File: src/rtl/hazard_stall_unit_if.sv
// Hazard controller bundle: ID/EXE/MEM hazard sources in, pipeline register controls
// and performance counters out.
interface hazard_stall_unit_if #(
  parameter int unsigned CNT_W = 16
);
  logic [4:0]       Rs_ID;
  logic [4:0]       Rt_ID;
  logic             Uses_Rs_ID;
  logic             Uses_Rt_ID;
  logic             Branch_ID;
  logic             Jump_ID;
  logic             Branch_Taken_ID;
  logic [4:0]       RegWr_EXE;
  logic             RegWrite_ID_EXE;
  logic             MemRead_ID_EXE;
  logic [4:0]       RegWr_MEM;
  logic             RegWrite_EXE_MEM;
  logic             MemRead_EXE_MEM;
  logic             Mem_Busy;
  logic             PC_Write;
  logic             IF_ID_Write;
  logic             IF_ID_Flush;
  logic             ID_EXE_Bubble;
  logic             Pipe_Freeze;
  logic [CNT_W-1:0] Stall_Count;
  logic [CNT_W-1:0] Flush_Count;

  modport master (
    output Rs_ID, Rt_ID, Uses_Rs_ID, Uses_Rt_ID, Branch_ID, Jump_ID, Branch_Taken_ID,
    output RegWr_EXE, RegWrite_ID_EXE, MemRead_ID_EXE,
    output RegWr_MEM, RegWrite_EXE_MEM, MemRead_EXE_MEM, Mem_Busy,
    input  PC_Write, IF_ID_Write, IF_ID_Flush, ID_EXE_Bubble, Pipe_Freeze,
    input  Stall_Count, Flush_Count
  );

  modport slave (
    input  Rs_ID, Rt_ID, Uses_Rs_ID, Uses_Rt_ID, Branch_ID, Jump_ID, Branch_Taken_ID,
    input  RegWr_EXE, RegWrite_ID_EXE, MemRead_ID_EXE,
    input  RegWr_MEM, RegWrite_EXE_MEM, MemRead_EXE_MEM, Mem_Busy,
    output PC_Write, IF_ID_Write, IF_ID_Flush, ID_EXE_Bubble, Pipe_Freeze,
    output Stall_Count, Flush_Count
  );
endinterface

File: src/rtl/hazard_stall_unit.sv
// Stall/flush/freeze controller for the five-stage MIPS pipeline, with saturating
// stall and flush cycle counters.
module hazard_stall_unit #(
  parameter int unsigned CNT_W = 16
) (
  input logic              Clk,
  input logic              Rst,
  hazard_stall_unit_if.slave hz
);

  typedef enum logic [1:0] {StRun, StStall, StFreeze} state_e;

  state_e           state_q, state_d, saved_q, saved_d, eff_state;
  logic [1:0]       rem_q, rem_d;
  logic [CNT_W-1:0] stall_cnt_q, stall_cnt_d, flush_cnt_q, flush_cnt_d;

  logic e_rs, e_rt, m_rs, m_rt, e_hit, m_hit;
  logic [1:0] haz_len;
  logic pc_write, if_id_write, if_id_flush, id_exe_bubble, pipe_freeze;

  assign e_rs = hz.Uses_Rs_ID & hz.RegWrite_ID_EXE & (hz.RegWr_EXE != 5'd0)
              & (hz.RegWr_EXE == hz.Rs_ID);
  assign e_rt = hz.Uses_Rt_ID & hz.RegWrite_ID_EXE & (hz.RegWr_EXE != 5'd0)
              & (hz.RegWr_EXE == hz.Rt_ID);
  assign m_rs = hz.Uses_Rs_ID & hz.RegWrite_EXE_MEM & (hz.RegWr_MEM != 5'd0)
              & (hz.RegWr_MEM == hz.Rs_ID);
  assign m_rt = hz.Uses_Rt_ID & hz.RegWrite_EXE_MEM & (hz.RegWr_MEM != 5'd0)
              & (hz.RegWr_MEM == hz.Rt_ID);
  assign e_hit = e_rs | e_rt;
  assign m_hit = m_rs | m_rt;

  // Branches compare in ID, so they also wait on ALU results and on loads one stage further.
  always_comb begin
    haz_len = 2'd0;
    if (hz.Branch_ID) begin
      if (e_hit & hz.MemRead_ID_EXE) begin
        haz_len = 2'd2;
      end else if (e_hit | (m_hit & hz.MemRead_EXE_MEM)) begin
        haz_len = 2'd1;
      end
    end else if (e_hit & hz.MemRead_ID_EXE) begin
      haz_len = 2'd1;
    end
  end

  // Leaving FREEZE resumes the saved state's rules in the same cycle.
  assign eff_state = (state_q == StFreeze) ? saved_q : state_q;

  always_comb begin
    state_d       = state_q;
    saved_d       = saved_q;
    rem_d         = rem_q;
    pc_write      = 1'b1;
    if_id_write   = 1'b1;
    if_id_flush   = 1'b0;
    id_exe_bubble = 1'b0;
    pipe_freeze   = 1'b0;

    if (hz.Mem_Busy) begin
      state_d     = StFreeze;
      saved_d     = eff_state;
      pc_write    = 1'b0;
      if_id_write = 1'b0;
      pipe_freeze = 1'b1;
    end else begin
      case (eff_state)
        StStall: begin
          pc_write      = 1'b0;
          if_id_write   = 1'b0;
          id_exe_bubble = 1'b1;
          rem_d         = rem_q - 2'd1;
          state_d       = (rem_q <= 2'd1) ? StRun : StStall;
        end
        default: begin
          state_d = StRun;
          if (haz_len != 2'd0) begin
            pc_write      = 1'b0;
            if_id_write   = 1'b0;
            id_exe_bubble = 1'b1;
            if (haz_len == 2'd2) begin
              rem_d   = 2'd1;
              state_d = StStall;
            end
          end else if (hz.Jump_ID | (hz.Branch_ID & hz.Branch_Taken_ID)) begin
            if_id_flush = 1'b1;
          end
        end
      endcase
    end
  end

  always_comb begin
    stall_cnt_d = stall_cnt_q;
    flush_cnt_d = flush_cnt_q;
    if (id_exe_bubble && (stall_cnt_q != {CNT_W{1'b1}})) begin
      stall_cnt_d = stall_cnt_q + CNT_W'(1);
    end
    if (if_id_flush && (flush_cnt_q != {CNT_W{1'b1}})) begin
      flush_cnt_d = flush_cnt_q + CNT_W'(1);
    end
  end

  always_ff @(posedge Clk) begin
    if (Rst) begin
      state_q     <= StRun;
      saved_q     <= StRun;
      rem_q       <= 2'd0;
      stall_cnt_q <= '0;
      flush_cnt_q <= '0;
    end else begin
      state_q     <= state_d;
      saved_q     <= saved_d;
      rem_q       <= rem_d;
      stall_cnt_q <= stall_cnt_d;
      flush_cnt_q <= flush_cnt_d;
    end
  end

  assign hz.PC_Write      = pc_write;
  assign hz.IF_ID_Write   = if_id_write;
  assign hz.IF_ID_Flush   = if_id_flush;
  assign hz.ID_EXE_Bubble = id_exe_bubble;
  assign hz.Pipe_Freeze   = pipe_freeze;
  assign hz.Stall_Count   = stall_cnt_q;
  assign hz.Flush_Count   = flush_cnt_q;

endmodule

File: src/flat_wrapper.sv
// flat-port wrapper written by rule: the top's interface ports become plain ports
module hazard_stall_unit_flat 
#(
  parameter int unsigned CNT_W = 16
)
  (Clk, Rst, hz_Rs_ID, hz_Rt_ID, hz_Uses_Rs_ID, hz_Uses_Rt_ID, hz_Branch_ID, hz_Jump_ID, hz_Branch_Taken_ID, hz_RegWr_EXE, hz_RegWrite_ID_EXE, hz_MemRead_ID_EXE, hz_RegWr_MEM, hz_RegWrite_EXE_MEM, hz_MemRead_EXE_MEM, hz_Mem_Busy, hz_PC_Write, hz_IF_ID_Write, hz_IF_ID_Flush, hz_ID_EXE_Bubble, hz_Pipe_Freeze, hz_Stall_Count, hz_Flush_Count);
  hazard_stall_unit_if #(.CNT_W(CNT_W)) hz_i ();
  input logic Clk;
  input logic Rst;
  input wire logic [$bits(hz_i.Rs_ID)-1:0] hz_Rs_ID;
  input wire logic [$bits(hz_i.Rt_ID)-1:0] hz_Rt_ID;
  input wire logic [$bits(hz_i.Uses_Rs_ID)-1:0] hz_Uses_Rs_ID;
  input wire logic [$bits(hz_i.Uses_Rt_ID)-1:0] hz_Uses_Rt_ID;
  input wire logic [$bits(hz_i.Branch_ID)-1:0] hz_Branch_ID;
  input wire logic [$bits(hz_i.Jump_ID)-1:0] hz_Jump_ID;
  input wire logic [$bits(hz_i.Branch_Taken_ID)-1:0] hz_Branch_Taken_ID;
  input wire logic [$bits(hz_i.RegWr_EXE)-1:0] hz_RegWr_EXE;
  input wire logic [$bits(hz_i.RegWrite_ID_EXE)-1:0] hz_RegWrite_ID_EXE;
  input wire logic [$bits(hz_i.MemRead_ID_EXE)-1:0] hz_MemRead_ID_EXE;
  input wire logic [$bits(hz_i.RegWr_MEM)-1:0] hz_RegWr_MEM;
  input wire logic [$bits(hz_i.RegWrite_EXE_MEM)-1:0] hz_RegWrite_EXE_MEM;
  input wire logic [$bits(hz_i.MemRead_EXE_MEM)-1:0] hz_MemRead_EXE_MEM;
  input wire logic [$bits(hz_i.Mem_Busy)-1:0] hz_Mem_Busy;
  output wire logic [$bits(hz_i.PC_Write)-1:0] hz_PC_Write;
  output wire logic [$bits(hz_i.IF_ID_Write)-1:0] hz_IF_ID_Write;
  output wire logic [$bits(hz_i.IF_ID_Flush)-1:0] hz_IF_ID_Flush;
  output wire logic [$bits(hz_i.ID_EXE_Bubble)-1:0] hz_ID_EXE_Bubble;
  output wire logic [$bits(hz_i.Pipe_Freeze)-1:0] hz_Pipe_Freeze;
  output wire logic [$bits(hz_i.Stall_Count)-1:0] hz_Stall_Count;
  output wire logic [$bits(hz_i.Flush_Count)-1:0] hz_Flush_Count;
  assign hz_i.Rs_ID = hz_Rs_ID;
  assign hz_i.Rt_ID = hz_Rt_ID;
  assign hz_i.Uses_Rs_ID = hz_Uses_Rs_ID;
  assign hz_i.Uses_Rt_ID = hz_Uses_Rt_ID;
  assign hz_i.Branch_ID = hz_Branch_ID;
  assign hz_i.Jump_ID = hz_Jump_ID;
  assign hz_i.Branch_Taken_ID = hz_Branch_Taken_ID;
  assign hz_i.RegWr_EXE = hz_RegWr_EXE;
  assign hz_i.RegWrite_ID_EXE = hz_RegWrite_ID_EXE;
  assign hz_i.MemRead_ID_EXE = hz_MemRead_ID_EXE;
  assign hz_i.RegWr_MEM = hz_RegWr_MEM;
  assign hz_i.RegWrite_EXE_MEM = hz_RegWrite_EXE_MEM;
  assign hz_i.MemRead_EXE_MEM = hz_MemRead_EXE_MEM;
  assign hz_i.Mem_Busy = hz_Mem_Busy;
  assign hz_PC_Write = hz_i.PC_Write;
  assign hz_IF_ID_Write = hz_i.IF_ID_Write;
  assign hz_IF_ID_Flush = hz_i.IF_ID_Flush;
  assign hz_ID_EXE_Bubble = hz_i.ID_EXE_Bubble;
  assign hz_Pipe_Freeze = hz_i.Pipe_Freeze;
  assign hz_Stall_Count = hz_i.Stall_Count;
  assign hz_Flush_Count = hz_i.Flush_Count;
  hazard_stall_unit #(.CNT_W(CNT_W)) u_core (.Clk(Clk), .Rst(Rst), .hz(hz_i));
endmodule
File: config.mk
export PLATFORM = sky130hd
export DESIGN_NAME = hazard_stall_unit_flat
export DESIGN_NICKNAME = d
export VERILOG_FILES = /design/src/rtl/hazard_stall_unit_if.sv /design/src/rtl/hazard_stall_unit.sv /design/src/flat_wrapper.sv
export SDC_FILE = /design/constraint.sdc
export NUM_CORES = 1
export LEC_CHECK = 0
export CAP_MARGIN = 30
export CORE_MARGIN = 4
export CORE_UTILIZATION = 43
export DETAILED_ROUTE_END_ITERATION = 6
export HOLD_SLACK_MARGIN = 0.08
export PLACE_DENSITY = 0.87
export SLEW_MARGIN = 20
export SYNTH_ARGS = -nofsm -noshare
export SYNTH_HDL_FRONTEND = slang
export SYNTH_SLANG_ARGS = --single-unit
File: constraint.sdc
create_clock -name Clk -period 2.1 [get_ports Clk]
set_clock_uncertainty 0.05 [all_clocks]
set_input_delay 0.21 -clock Clk [delete_from_list [all_inputs] [get_ports Clk]]
set_output_delay 0.21 -clock Clk [all_outputs]
set_load 0.05 [all_outputs]
==> metrics.txt <==
I/O pin count=69; horizontal die dimension=81.5 um; number of nets in the finished design=407; leading cell types by total area after synthesis=dfxtp_1, xnor2_1, a21oi_1; final period demand of the worst path=2.06 ns; routed wirelength normalized by instance count=15.6 um; share of flip-flops with an asynchronous set or reset after synthesis=0%; P per Cell Area=435 mW/mm^2; worst reg2reg path endpoint=u_core.hz.Flush_Count[7]; cell with the most instances after synthesis=dfxtp_1; fraction of power consumed by sequential logic=47.6%; wire length of the first global-routing pass=11600 um; routing usage on met2=39.3%; internal power of the cells=0.00112 W; count of different cell masters after synthesis=56; start point of the critical path=hz_Rt_ID[2]; Clock H-tree levels=2; count of flip-flops with a built-in enable after synthesis=0; Layout fillers=398; TritonCTS clock tree=built; detailed-routing iteration count for the pre-antenna-repair pass=4; Seq cells post-synth=38; number of cells on the worst reg-to-reg path=7; number of buffers added by the clock tree synthesis step=5; remaining routing DRC violations=0; net switching power figure=0.000411 W; Die Y-Extent=81.5 um; finished layout cell area=0.00352 mm^2; Total Routed Length=6900 um; maximum VDD drop=488 uV; number of nets produced by synthesis=303; area added between synthesis and finish=51.9%; total half-perimeter wirelength after legalization and detailed placement=5070 um; met3 global-route usage=3.73%; hold buffer count at cts=0; top fanout value on the critical path=5; Placed Instance Area=0.00337 mm^2; share of Yosys cell area claimed by the top area cell type=32.8%; antenna violations before repair=0; peak clock frequency supported by timing=486 MHz; number of global-route vias before repair=2581; layout cell share with drive strength beyond 1=32.7%; most frequently used flop master after synthesis=dfxtp_1; most instantiated cells after synthesis=dfxtp_1, a21oi_1, nor2_1; launch point of the worst reg-to-reg path=u_core.hz.Flush_Count[8]; relative slew slack=65.5%; switching part of the total power=26.8%; min-delay worst type=flip-flop to flip-flop; initial standard-cell utilization of the core=44.8%; worst path required time=1.84 ns; Tightest Pin Transition=0.515 ns; post-layout total power=0.00153 W; maximum clock path buffer count=2; clock insertion delay at the later pin of the skew report=0.29 ns; final antenna-violating net count=0; Clock power frac=34.3%; standby leakage power=1.24 nW; worst setup path end=hz_IF_ID_Write; Global Route Usage Sum=21.9%; most utilized layer in the global route result=met2; # setup viols final=0; total count of max-transition violations in the final report=0; largest net degree at the start of global routing=23; detailed router's first-iteration violation count=232; count of synthesis-stage warnings from yosys=0; register area share after synthesis=32.8%; register clock-pin slew on the reported worst setup and hold paths=0.07 ns; TritonCTS sink count=38; CP Class=primary input to output port; post-synthesis instance area=0.00232 mm^2; core outline area=0.00517 mm^2; startpoint type of the worst setup path=primary input; r2r setup slk=0.08 ns; count of antenna diodes in the layout=0; Logic pwr share=18.1%; max-cap viol count=0; remaining global-route overflow=0; arrival time of data at the critical path endpoint=1.80 ns; type of element capturing the critical path=output port; average instance area after synthesis=8.66 um^2; fraction of met1 tracks used by global routing=26.1%; total via count after detailed routing=2488; result of the run=completed; DIE AREA=0.00663 mm^2; Final Cycle Share=98.0%; count of input and output buffers=68; GP Congestion=0.799; gate count of the mapped netlist=268; number of endpoints with negative hold slack in the final report=0; clock tree root buffer cell=clkbuf_8; detailed-route vias per instance=5.62; FP Rows=26; Synth area leader=dfxtp_1
## power groups by stage
stage | combinational (W) | clock, W | sequential (W)
CTS | 0.000278 | 0.000539 | 0.000730
finish | 0.000277 | 0.000526 | 0.000731
global route | 0.000296 | 0.000572 | 0.000732
detailed placement | 0.000279 | 0 | 0.000748
floorplan | 0.000122 | 0 | 0.000759
global placement | 0.000271 | 0 | 0.000747
## area by class of cell
| cell class | count | area [um^2] | share of cell area, % |
|---|---|---|---|
| Tap cell | 70 | 87.6 | 2.48 |
| Timing Repair Buffer | 108 | 990 | 28.1 |
| Clock buffer | 6 | 82.6 | 2.34 |
| Sequential cell | 38 | 786 | 22.3 |
| Inverter | 9 | 33.8 | 0.958 |
| Clock inverter | 2 | 12.5 | 0.355 |
| Multi-Input combinational cell | 210 | 1530 | 43.5 |
## metal layers
metal | vias up | routed length [um]
li1 | 1200 | -
met1 | 1197 | 2830
met2 | 73 | 3650
met3 | 18 | 269
met4 | 0 | 153
met5 | - | 0
## registers in the layout (all words and copies together), names as in the netlist
| signal | cells |
|---|---|
| u_core.hz.Flush_Count | 16 |
| u_core.hz.Stall_Count | 16 |
| u_core.rem_q | 2 |
| u_core.saved_q | 2 |
| u_core.state_q | 2 |
## cell families (layout without fill, tap and decap cells)
family	after synthesis	after routing	share of synthesized area, %
buf+inv	20	125	4.75
flops	38	38	32.8
compound gates	68	68	20.4
xor+xnor	25	25	9.44
simple gates	110	110	29.0
mux	4	4	2.05
fa+ha+maj	3	3	1.62
## metrics by stage
step                      hold slack [ns]  worst slack [ns]  instances  util (%)  TNS [ns]
after floorplan                     0.400            -0.160        268         -    -0.160
after global placement              0.417            -0.478        429      65.1    -12.30
after detailed placement            0.421            -0.569        429      65.1    -15.26
after CTS                           0.432           0.00391        442      68.5         0
after global routing                0.450           -0.0141        443      68.1   -0.0261
final                               0.429            0.0430        443      68.1         0
## placed cells by master, fill, tap and decap left out, drive strengths merged, types with 9 or more instances in the layout
cell / n
xor2: 9
buf: 48
clkbuf: 16
inv: 9
nor2: 21
nand2: 11
nand3: 18
dfxtp: 38
a21oi: 25
nand4: 10
o21ai: 13
xnor2: 16
clkdlybuf4s50: 43
o21a: 9
## how the worst min path moves through the flow
stage,start,slack (ns),end,depth (start not counted)
2_1_floorplan,Rst,0.40,u_core.hz.Flush_Count[7],2
3_3_place_gp,u_core.hz.Flush_Count[1],0.42,u_core.hz.Flush_Count[1],2
3_5_place_dp,u_core.hz.Flush_Count[1],0.42,u_core.hz.Flush_Count[1],2
4_1_cts,u_core.hz.Flush_Count[1],0.43,u_core.hz.Flush_Count[1],2
5_1_grt,u_core.hz.Flush_Count[1],0.45,u_core.hz.Flush_Count[1],2
6_report,u_core.hz.Flush_Count[1],0.43,u_core.hz.Flush_Count[1],2
## critical path, stage by stage
cell	delay [ns]
dlygate4sd2_1	0.28
xor2_1	0.18
nor4_2	0.24
nand3_2	0.19
a211o_4	0.39
nand2_4	0.11
nor2_4	0.06
buf_12	0.14
## repair_timing
action	in CTS	in global routing
buffers inserted	6	1
endpoints found under the setup margin	33	27
pin swaps	18	15
gates cloned	0	0
resized for setup	42	25
Note: power is estimated with default switching activity, not from simulation.
